<file path="src/rtl/ofdm_bit_feeder.sv">
// ofdm_bit_feeder: upstream source stage for OFDM_Top.
// Accepts DATA_W-bit words over valid/ready into a small FIFO and serialises
// them LSB first as GROUP_BITS-bit groups, separated by idle gaps, framed by go.
// Ports:
//   clk, rst             clock, asynchronous active-low reset
//   in_data/in_valid     input word and its valid
//   in_ready             FIFO can accept (registered)
//   top_busy             OFDM_Top busy, sampled only at group start
//   signal_out, go_out   serial bit and frame-active to OFDM_Top
//   frame_done           one-cycle pulse after the last bit of a frame
//   underrun             sticky: FIFO was empty when a mid-frame group needed a word
module ofdm_bit_feeder #(
    parameter int unsigned DATA_W           = 8,
    parameter int unsigned GROUP_BITS       = 4,
    parameter int unsigned GAP_CYCLES       = 5,
    parameter int unsigned GROUPS_PER_FRAME = 8,
    parameter int unsigned FIFO_DEPTH       = 4
) (
    input  logic              clk,
    input  logic              rst,
    input  logic [DATA_W-1:0] in_data,
    input  logic              in_valid,
    output logic              in_ready,
    input  logic              top_busy,
    output logic              signal_out,
    output logic              go_out,
    output logic              frame_done,
    output logic              underrun
);

    localparam int unsigned WORD_GROUPS = DATA_W / GROUP_BITS;
    localparam int unsigned PTR_W       = (FIFO_DEPTH > 1) ? $clog2(FIFO_DEPTH) : 1;
    localparam int unsigned CNT_W       = $clog2(FIFO_DEPTH + 1);
    localparam int unsigned BIT_W       = $clog2(GROUP_BITS + 1);
    localparam int unsigned GRP_W       = $clog2(GROUPS_PER_FRAME + 1);
    localparam int unsigned GAP_W       = $clog2(GAP_CYCLES + 1);
    localparam int unsigned WG_W        = $clog2(WORD_GROUPS + 1);

    localparam logic [1:0] S_IDLE  = 2'd0;
    localparam logic [1:0] S_SHIFT = 2'd1;
    localparam logic [1:0] S_GAP   = 2'd2;
    localparam logic [1:0] S_DONE  = 2'd3;

    // FIFO storage and bookkeeping
    logic [DATA_W-1:0] mem [FIFO_DEPTH];
    logic [PTR_W-1:0]  wr_ptr, rd_ptr;
    logic [CNT_W-1:0]  count, count_d;
    logic              push_c, pop_c, fifo_empty_c;
    logic [DATA_W-1:0] fifo_head_c;

    // Serialiser state
    logic [1:0]        state, state_d;
    logic [DATA_W-1:0] sreg, sreg_d;
    logic [BIT_W-1:0]  bit_cnt, bit_cnt_d;
    logic [GRP_W-1:0]  grp_cnt, grp_cnt_d, grp_inc_c;
    logic [GAP_W-1:0]  gap_cnt, gap_cnt_d;
    logic [WG_W-1:0]   word_grp, word_grp_d;
    logic              signal_d, go_d, frame_done_d, underrun_d, load_c;

    assign push_c       = in_valid & in_ready;
    assign fifo_empty_c = (count == '0);
    assign fifo_head_c  = mem[rd_ptr];
    assign grp_inc_c    = grp_cnt + GRP_W'(1);

    // Occupancy update; simultaneous push and pop leaves the count unchanged
    always_comb begin
        count_d = count;
        case ({push_c, pop_c})
            2'b10:   count_d = count + CNT_W'(1);
            2'b01:   count_d = count - CNT_W'(1);
            default: count_d = count;
        endcase
    end

    // Storage array carries no reset; pointers and count define its contents
    always_ff @(posedge clk) begin
        if (push_c) mem[wr_ptr] <= in_data;
    end

    // Next-state and output logic
    always_comb begin
        state_d      = state;
        sreg_d       = sreg;
        bit_cnt_d    = bit_cnt;
        grp_cnt_d    = grp_cnt;
        gap_cnt_d    = gap_cnt;
        word_grp_d   = word_grp;
        signal_d     = 1'b0;
        go_d         = go_out;
        frame_done_d = 1'b0;
        underrun_d   = underrun;
        pop_c        = 1'b0;
        load_c       = 1'b0;
        case (state)
            // DONE behaves like IDLE so a queued frame can start right after it
            S_IDLE, S_DONE: begin
                state_d    = S_IDLE;
                go_d       = 1'b0;
                bit_cnt_d  = '0;
                grp_cnt_d  = '0;
                gap_cnt_d  = '0;
                word_grp_d = '0;
                if (!fifo_empty_c && !top_busy) load_c = 1'b1;
            end
            S_SHIFT: begin
                if (bit_cnt != BIT_W'(GROUP_BITS)) begin
                    signal_d  = sreg[0];
                    sreg_d    = sreg >> 1;
                    bit_cnt_d = bit_cnt + BIT_W'(1);
                end else begin
                    grp_cnt_d = grp_inc_c;
                    bit_cnt_d = '0;
                    if (grp_inc_c == GRP_W'(GROUPS_PER_FRAME)) begin
                        state_d      = S_DONE;
                        go_d         = 1'b0;
                        frame_done_d = 1'b1;
                    end else begin
                        state_d   = S_GAP;
                        gap_cnt_d = GAP_W'(1);
                    end
                end
            end
            S_GAP: begin
                if (gap_cnt != GAP_W'(GAP_CYCLES)) begin
                    gap_cnt_d = gap_cnt + GAP_W'(1);
                end else if (!top_busy) begin
                    if (word_grp != '0) begin
                        // next group still sits in the shift register
                        signal_d   = sreg[0];
                        sreg_d     = sreg >> 1;
                        word_grp_d = word_grp - WG_W'(1);
                        bit_cnt_d  = BIT_W'(1);
                        state_d    = S_SHIFT;
                    end else if (!fifo_empty_c) begin
                        load_c = 1'b1;
                    end else begin
                        underrun_d = 1'b1;
                    end
                end
            end
            default: state_d = S_IDLE;
        endcase
        // Start a group from a freshly popped word: bit 0 goes out immediately
        if (load_c) begin
            pop_c      = 1'b1;
            signal_d   = fifo_head_c[0];
            sreg_d     = fifo_head_c >> 1;
            word_grp_d = WG_W'(WORD_GROUPS - 1);
            bit_cnt_d  = BIT_W'(1);
            go_d       = 1'b1;
            state_d    = S_SHIFT;
        end
    end

    // State, FIFO pointers and registered outputs
    always_ff @(posedge clk or negedge rst) begin
        if (!rst) begin
            state      <= S_IDLE;
            sreg       <= '0;
            bit_cnt    <= '0;
            grp_cnt    <= '0;
            gap_cnt    <= '0;
            word_grp   <= '0;
            wr_ptr     <= '0;
            rd_ptr     <= '0;
            count      <= '0;
            in_ready   <= 1'b0;
            signal_out <= 1'b0;
            go_out     <= 1'b0;
            frame_done <= 1'b0;
            underrun   <= 1'b0;
        end else begin
            state      <= state_d;
            sreg       <= sreg_d;
            bit_cnt    <= bit_cnt_d;
            grp_cnt    <= grp_cnt_d;
            gap_cnt    <= gap_cnt_d;
            word_grp   <= word_grp_d;
            if (push_c) wr_ptr <= wr_ptr + PTR_W'(1);
            if (pop_c)  rd_ptr <= rd_ptr + PTR_W'(1);
            count      <= count_d;
            in_ready   <= (count_d != CNT_W'(FIFO_DEPTH));
            signal_out <= signal_d;
            go_out     <= go_d;
            frame_done <= frame_done_d;
            underrun   <= underrun_d;
        end
    end

endmodule

</file>
<file path="config.mk">
export PLATFORM = sky130hd
export DESIGN_NAME = ofdm_bit_feeder
export DESIGN_NICKNAME = d
export VERILOG_FILES = /design/src/rtl/ofdm_bit_feeder.sv
export SDC_FILE = /design/constraint.sdc
export NUM_CORES = 1
export LEC_CHECK = 0
export CAP_MARGIN = 20
export CORE_UTILIZATION = 30
export DETAILED_ROUTE_END_ITERATION = 10
export GPL_TIMING_DRIVEN = 1
export PLACE_DENSITY_LB_ADDON = 0.05
export SYNTH_ARGS = -nofsm -noshare
export SYNTH_HDL_FRONTEND = slang
export SYNTH_SLANG_ARGS = --single-unit
</file>
<file path="constraint.sdc">
create_clock -name clk -period 3.8 [get_ports clk]
set_input_delay 0.57 -clock clk [delete_from_list [all_inputs] [get_ports clk]]
set_output_delay 0.57 -clock clk [all_outputs]
set_load 0.01 [all_outputs]
</file>
==> metrics.md, run 1 <==
| Metric | Value |
|---|---|
| Final Cell Area | `3480 um^2` |
| Gpl congestion | `0.685` |
| CP cell instances | `inv_1, ha_1, a41oi_1, or4_4, inv_1, ha_1, inv_1, fa_1, xor2_1, nor2_1, xor2_1, nand2_1` |
| Clock buffer depth | `2` |
| Max_slew headroom | `0.473` |
| Worst Reg-to-Reg Cells | `12` |
| WS Path Type | `register to register` |
| Worst Path Buf+Inv | `3` |
| Syn Nets | `258` |
| Final WL | `5830 um` |
| Status | `finished, final reports clean` |
| Port-buffer cells | `16` |
| Synth Cell Area | `2980 um^2` |
| Yosys top cell area share | `0.322` |
| # setup viols final | `0` |
| RSZ-0062 raised after global routing | `false` |
| Crit path time final | `2.97 ns` |
| Initial antenna violation count | `0` |
| Synth warn | `0` |
| Worst Path Required | `4.03 ns` |
| Vias per cell | `4.65` |
| Least-Margin Pin Slew | `0.790 ns` |
| Most common cell after layout, fill and taps aside | `dfrtp_1` |
| I/O pin count | `17` |
| Mapped Avg Cell Area | `12.9 um^2` |
| Drt first pass iters | `4` |
| Die W | `102 um` |
| DR DRC count | `0` |
| Hold crit path type | `primary input to async pin` |
| R2r endpoint | `in_ready` |
| Final Util | `0.360` |
| Gr ovfl total | `0` |
| Cell Rows | `36` |
| Cts repair resizes | `0` |
| Net count, final | `278` |
| Sequential fraction of the synthesis area | `0.599` |
| Cts hold-fix bufs | `0` |
| Antenna fix cells | `0` |
| Critical-path maximum fanout | `14` |
| Slowest CP cell | `or4_4` |
| Placed insts | `373` |
| Clock Skew | `0.0147 ns` |
| Vias in the first global route | `1894` |
| Initial Utilization | `0.308` |
| Area post-placement | `3280 um^2` |
| Async SR Flop Fraction | `0.508` |
| Initial drt markers | `72` |
| Max-slew violation count | `0` |
| Worst-Skew Late Latency | `0.35 ns` |
| Final ANT Viol Nets | `0` |
| Peak supply drop | `0.224 mV` |
| Num CTS Buffers | `9` |
| Max Fclk | `337 MHz` |
| CP delay by family, top | `adder cells` |
| Highest-count cells in the layout ignoring fill and taps | `dfrtp_1 (33), edfxtp_1 (32), nand2_1 (27), inv_1 (18)` |
| Drt wl/cell | `15.0 um` |
| Power per cell area | `687 nW/um^2` |
| Layout cells sized above 1 | `0.133` |
| Synth area leader | `edfxtp_1` |
| Die ar. | `10300 um^2` |
| LEAKAGE | `1.41 nW` |
| CTS tree | `built` |
| Core Footprint | `9680 um^2` |
| Cells after Synth | `231` |
| Worst slack at placement | `0.719 ns` |
| R2R Setup Slk | `0.83 ns` |
| Worst reg2reg startpoint | `state[0]` |
| Main area contributors after synthesis | `edfxtp_1 (32%), dfrtp_1 (28%), mux4_2 (6.0%)` |
| H-Tree Depth | `3` |
| CP endpoint kind | `register` |
| Fin. Hold Viols | `0` |
| Die H | `102 um` |
| Root buf cell | `clkbuf_8` |
| Cell variety after synth | `44` |
| Final Cycle Share | `0.782` |
| Largest net degree at the start of global routing | `34` |
| First-pass GRT wire length | `9940 um` |
| #FFs+latches synth | `65` |
| Critical path launch point type | `register` |
| Clock sinks | `65` |
| Critical path data arrival time | `3.20 ns` |
| Final TNS setup | `0 ns` |
| Max-cap viol count | `0` |
| Gr usage total | `0.131` |
| CTS clk-pin slew, worst paths | `0.09 ns` |
| Cell mode on critical path | `inv_1` |
| Setup Buffers After CTS | `0` |
| Setup ws final | `0.828 ns` |
| Ys flop type | `dfrtp_1` |
| Area delta synth->final | `16.8%` |
| Slowest cell delay on critical path | `0.62 ns` |
| Non-Filler Instances | `389` |
| Via Count | `1810` |
| EDFF count, synth | `32` |
| HPWL Detailed | `3870 um` |
[kinds of logic after synthesis]
group / Yosys count / share of synthesized area
xor+xnor: 9 / 0.0264
buf+inv: 28 / 0.0398
flops: 65 / 0.599
fa+ha+maj: 15 / 0.0654
mux: 12 / 0.0751
simple gates: 61 / 0.0969
compound gates: 41 / 0.0973
[per-stage QoR]
| step | power [mW] | hold WS [ns] |
|---|---|---|
| 2_1_floorplan | 1.56 | 0.274 |
| 3_3_place_gp | 1.80 | 0.462 |
| 3_5_place_dp | 1.80 | 0.475 |
| 4_1_cts | 2.44 | 0.328 |
| 5_1_grt | 2.58 | 0.373 |
| 6_report | 2.39 | 0.294 |
[where the power goes]
| part | total [mW] | internal, mW | switching, mW |
|---|---|---|---|
| sequential | 1.05 | 0.920 | 0.133 |
| clock | 0.634 | 0.317 | 0.317 |
| combinational | 0.705 | 0.329 | 0.376 |
| total | 2.39 | 1.57 | 0.826 |
[sequential cells by signal, summed over array words and instances (netlist names)]
register / cells
underrun: 1
sreg: 7
bit_cnt: 3
gap_cnt: 3
rd_ptr: 2
go_out: 1
state: 2
in_ready: 1
grp_cnt: 4
count: 3
signal_out: 1
mem: 32
word_grp: 2
frame_done: 1
wr_ptr: 2
[metal layers]
metal	track usage	up-vias	wire length, um
met2	0.213	24	2860
li1	-	874	-
met3	0.0414	8	182
met1	0.164	904	2710
met5	0	-	0
met4	0.0502	0	78
[worst max path at each step]
stage | start | end | slack, ns | cells past startpoint
final | state[0] | in_ready | 0.83 | 12
after global routing | state[0] | in_ready | 0.53 | 12
after CTS | state[0] | in_ready | 0.80 | 12
after detailed placement | top_busy | in_ready | 0.72 | 10
after global placement | top_busy | in_ready | 0.77 | 10
after floorplan | state[0] | in_ready | 0.85 | 14
[synthesized netlist by cell type, drive strengths merged, types with 3 or more instances]
library cell	instances
dfrtp	33
edfxtp	32
nand2	27
inv	18
nor2	15
ha	14
o21ai	9
a31oi	8
and3	8
mux4	8
xnor2	7
buf	5
clkbuf	5
a21oi	4
a22o	4
mux2	3
o211ai	3
[worst register-to-register path, stage by stage, from the launching register on]
cell	delay, ns
dfrtp_1	0.38
inv_1	0.05
ha_1	0.45
a41oi_1	0.08
or4_4	0.62
inv_1	0.12
ha_1	0.18
inv_1	0.06
fa_1	0.37
xor2_1	0.15
nor2_1	0.10
xor2_1	0.20
nand2_1	0.08
[area by class of cell]
type                            instances  area [um^2]
Fill cell                             970         6200
Sequential cell                        65         1790
Clock inverter                          7         83.8
Inverter                               18         67.6
Clock buffer                            9          124
Tap cell                              133          166
Multi-Input combinational cell        138         1080
Timing Repair Buffer                   19          178
Power figures use the tool's default switching activity.
==> run 2: changes to the inputs <==
==> constraint.sdc (replaced) <==
create_clock -name clk -period 3.01 [get_ports clk]
set_input_delay 0.4515 -clock clk [delete_from_list [all_inputs] [get_ports clk]]
set_output_delay 0.4515 -clock clk [all_outputs]
set_load 0.01 [all_outputs]
==> run 2 against run 1 <==
Against the previous run: clock power up 29%; utilization up 0.35 points; largest power group unchanged; global-route usage down 0.30 points; sequential power up 27%; first-iteration DRC count up 6.9%; flip-flop and latch count unchanged; via count up 0.39%.
==> metrics.md, run 2 (synthesis results as in run 1) <==
| Metric | Value |
|---|---|
| Die W | `102 um (unchanged)` |
| Final ANT Viol Nets | `0 (unchanged)` |
| Worst Reg-to-Reg Cells | `11 (was 12)` |
| NetSw | `1.00 mW (was 0.826 mW)` |
| Clock sinks | `65 (unchanged)` |
| Die H | `102 um (unchanged)` |
| Part of the power in registers | `0.436 (was 0.440)` |
| Max-cap viol count | `0 (unchanged)` |
| Crit path time final | `2.67 ns (was 2.97 ns)` |
| Critical-path maximum fanout | `4 (was 14)` |
| First-pass GRT wire length | `9740 um (was 9940 um)` |
| Area delta synth->final | `17.9% (was 16.8%)` |
| Sw Ratio | `0.328 (was 0.345)` |
| RSZ-0062 raised after global routing | `false (unchanged)` |
| Combinational share of power | `0.297 (was 0.295)` |
| DR DRC count | `0 (unchanged)` |
| Initial drt markers | `77 (was 72)` |
| Initial Utilization | `0.308 (unchanged)` |
| Max_slew headroom | `0.474 (was 0.473)` |
| Biggest regs | `mem x32, sreg x7, grp_cnt x4 (unchanged)` |
| CTS tree | `built (unchanged)` |
| Largest net degree at the start of global routing | `34 (unchanged)` |
| CP endpoint kind | `register (unchanged)` |
| Min Hold Slack | `0.195 ns (was 0.294 ns)` |
| Fin. Hold Viols | `0 (unchanged)` |
| Peak supply drop | `0.353 mV (was 0.224 mV)` |
| Layout cells sized above 1 | `0.143 (was 0.133)` |
| H-Tree Depth | `3 (unchanged)` |
| Port-buffer cells | `16 (unchanged)` |
| Final Cell Area | `3520 um^2 (was 3480 um^2)` |
| Die ar. | `10300 um^2 (unchanged)` |
| Num CTS Buffers | `9 (unchanged)` |
| Cell Rows | `36 (unchanged)` |
| Initial antenna violation count | `0 (unchanged)` |
| Gpl congestion | `0.666 (was 0.685)` |
| Core Footprint | `9680 um^2 (unchanged)` |
| Root buf cell | `clkbuf_8 (unchanged)` |
| Net count, final | `281 (was 278)` |
| Vias per cell | `4.64 (was 4.65)` |
| Largest Register | `mem (unchanged)` |
| Drt first pass iters | `4 (unchanged)` |
| Non-Filler Instances | `392 (was 389)` |
| Final Util | `0.363 (was 0.360)` |
| Placed insts | `376 (was 373)` |
| Drt wl/cell | `15.1 um (was 15.0 um)` |
| Vias in the first global route | `1815 (was 1894)` |
| Gr ovfl total | `0 (unchanged)` |
| Cts repair resizes | `0 (unchanged)` |
| Final TNS setup | `0 ns (unchanged)` |
| HPWL Detailed | `3960 um (was 3870 um)` |
| Area post-placement | `3300 um^2 (was 3280 um^2)` |
| Hold crit path type | `primary input to async pin (unchanged)` |
| Int Pwr | `2.06 mW (was 1.57 mW)` |
| Max reg flops | `32 (unchanged)` |
| Worst Path Required | `3.23 ns (was 4.03 ns)` |
| Highest-count cells in the layout ignoring fill and taps | `dfrtp_1 (33), edfxtp_1 (32), nand2_1 (27), inv_1 (18) (unchanged)` |
| Worst-Skew Late Latency | `0.33 ns (was 0.35 ns)` |
| Max Fclk | `375 MHz (was 337 MHz)` |
| LEAKAGE | `1.43 nW (was 1.41 nW)` |
| Filler cells | `957 (was 970)` |
| Final WL | `5910 um (was 5830 um)` |
| Critical path launch point type | `register (unchanged)` |
| # setup viols final | `0 (unchanged)` |
| Status | `finished, final reports clean (unchanged)` |
| WS Path Type | `register to register (unchanged)` |
| Power per cell area | `869 nW/um^2 (was 687 nW/um^2)` |
| Clk pwr share | `0.267 (was 0.265)` |
| Clock Skew | `0.00686 ns (was 0.0147 ns)` |
| Clock buffer depth | `2 (unchanged)` |
| Cts hold-fix bufs | `0 (unchanged)` |
| Gr usage total | `0.128 (was 0.131)` |
| Antenna fix cells | `0 (unchanged)` |
| Max-slew violation count | `0 (unchanged)` |
| Setup Buffers After CTS | `0 (unchanged)` |
| Most common cell after layout, fill and taps aside | `dfrtp_1 (unchanged)` |
| Least-Margin Pin Slew | `0.789 ns (was 0.790 ns)` |
| Final Cycle Share | `0.886 (was 0.782)` |
| Critical path data arrival time | `2.88 ns (was 3.20 ns)` |
| CTS clk-pin slew, worst paths | `0.08 ns (was 0.09 ns)` |
| Via Count | `1817 (was 1810)` |
| I/O pin count | `17 (unchanged)` |
## run 2: changes by cell type in the layout (fill, tap and decap cells not counted)
cell	delta
clkinv_2	+2
bufinv_16	+1
buf_4	+3
inv_6	-4
clkinv_4	+2
inv_8	-1
## run 2: final cells by class
class	count	area, um^2	share of cell area
flip-flops and latches	65	1790	0.508
multi-input cells	138	1080	0.306
repair buffers	22	200	0.0569
well taps	133	166	0.0473
clock buffers	9	124	0.0352
clock inverters	7	95.1	0.0270
inverters	18	67.6	0.0192
## run 2: worst paths after layout
check                           startpoint    endpoint  slack (ns)
max in group asynchronous              rst  bit_cnt[1]        2.31
worst min-delay path                   rst  gap_cnt[0]        0.20
worst max register to register  gap_cnt[0]    in_ready        0.34
worst min register to register    underrun    underrun        0.49
min in group clk                  underrun    underrun        0.49
worst max-delay path            gap_cnt[0]    in_ready        0.34
## run 2: metrics by stage
stage,power (mW),setup slack (ns)
6_report,3.06,0.345
5_1_grt,3.28,0.162
4_1_cts,3.12,0.332
3_5_place_dp,2.29,0.201
3_3_place_gp,2.29,0.239
2_1_floorplan,1.97,0.0588
## run 2: critical path, cell delays in order (launching register included)
cell,delay [ns]
dfrtp_1,0.42
ha_1,0.25
a41oi_1,0.13
or4_4,0.50
inv_1,0.10
ha_1,0.18
inv_1,0.06
fa_1,0.37
xor2_1,0.15
nor2_1,0.11
xor2_1,0.19
nand2_1,0.09
## run 2: power by group through the flow
stage	clock (mW)	sequential (mW)	combinational (mW)
2_1_floorplan	0	1.26	0.711
3_5_place_dp	0	1.36	0.927
4_1_cts	0.849	1.34	0.934
6_report	0.817	1.33	0.908
3_3_place_gp	0	1.36	0.928
5_1_grt	0.881	1.37	1.03
## run 2: layer usage
metal,track usage,vias up,share of wire
met2,0.210,26,0.49
met1,0.165,904,0.47
met5,0,-,0
li1,-,881,-
met4,0.0535,0,0.011
met3,0.0269,6,0.021
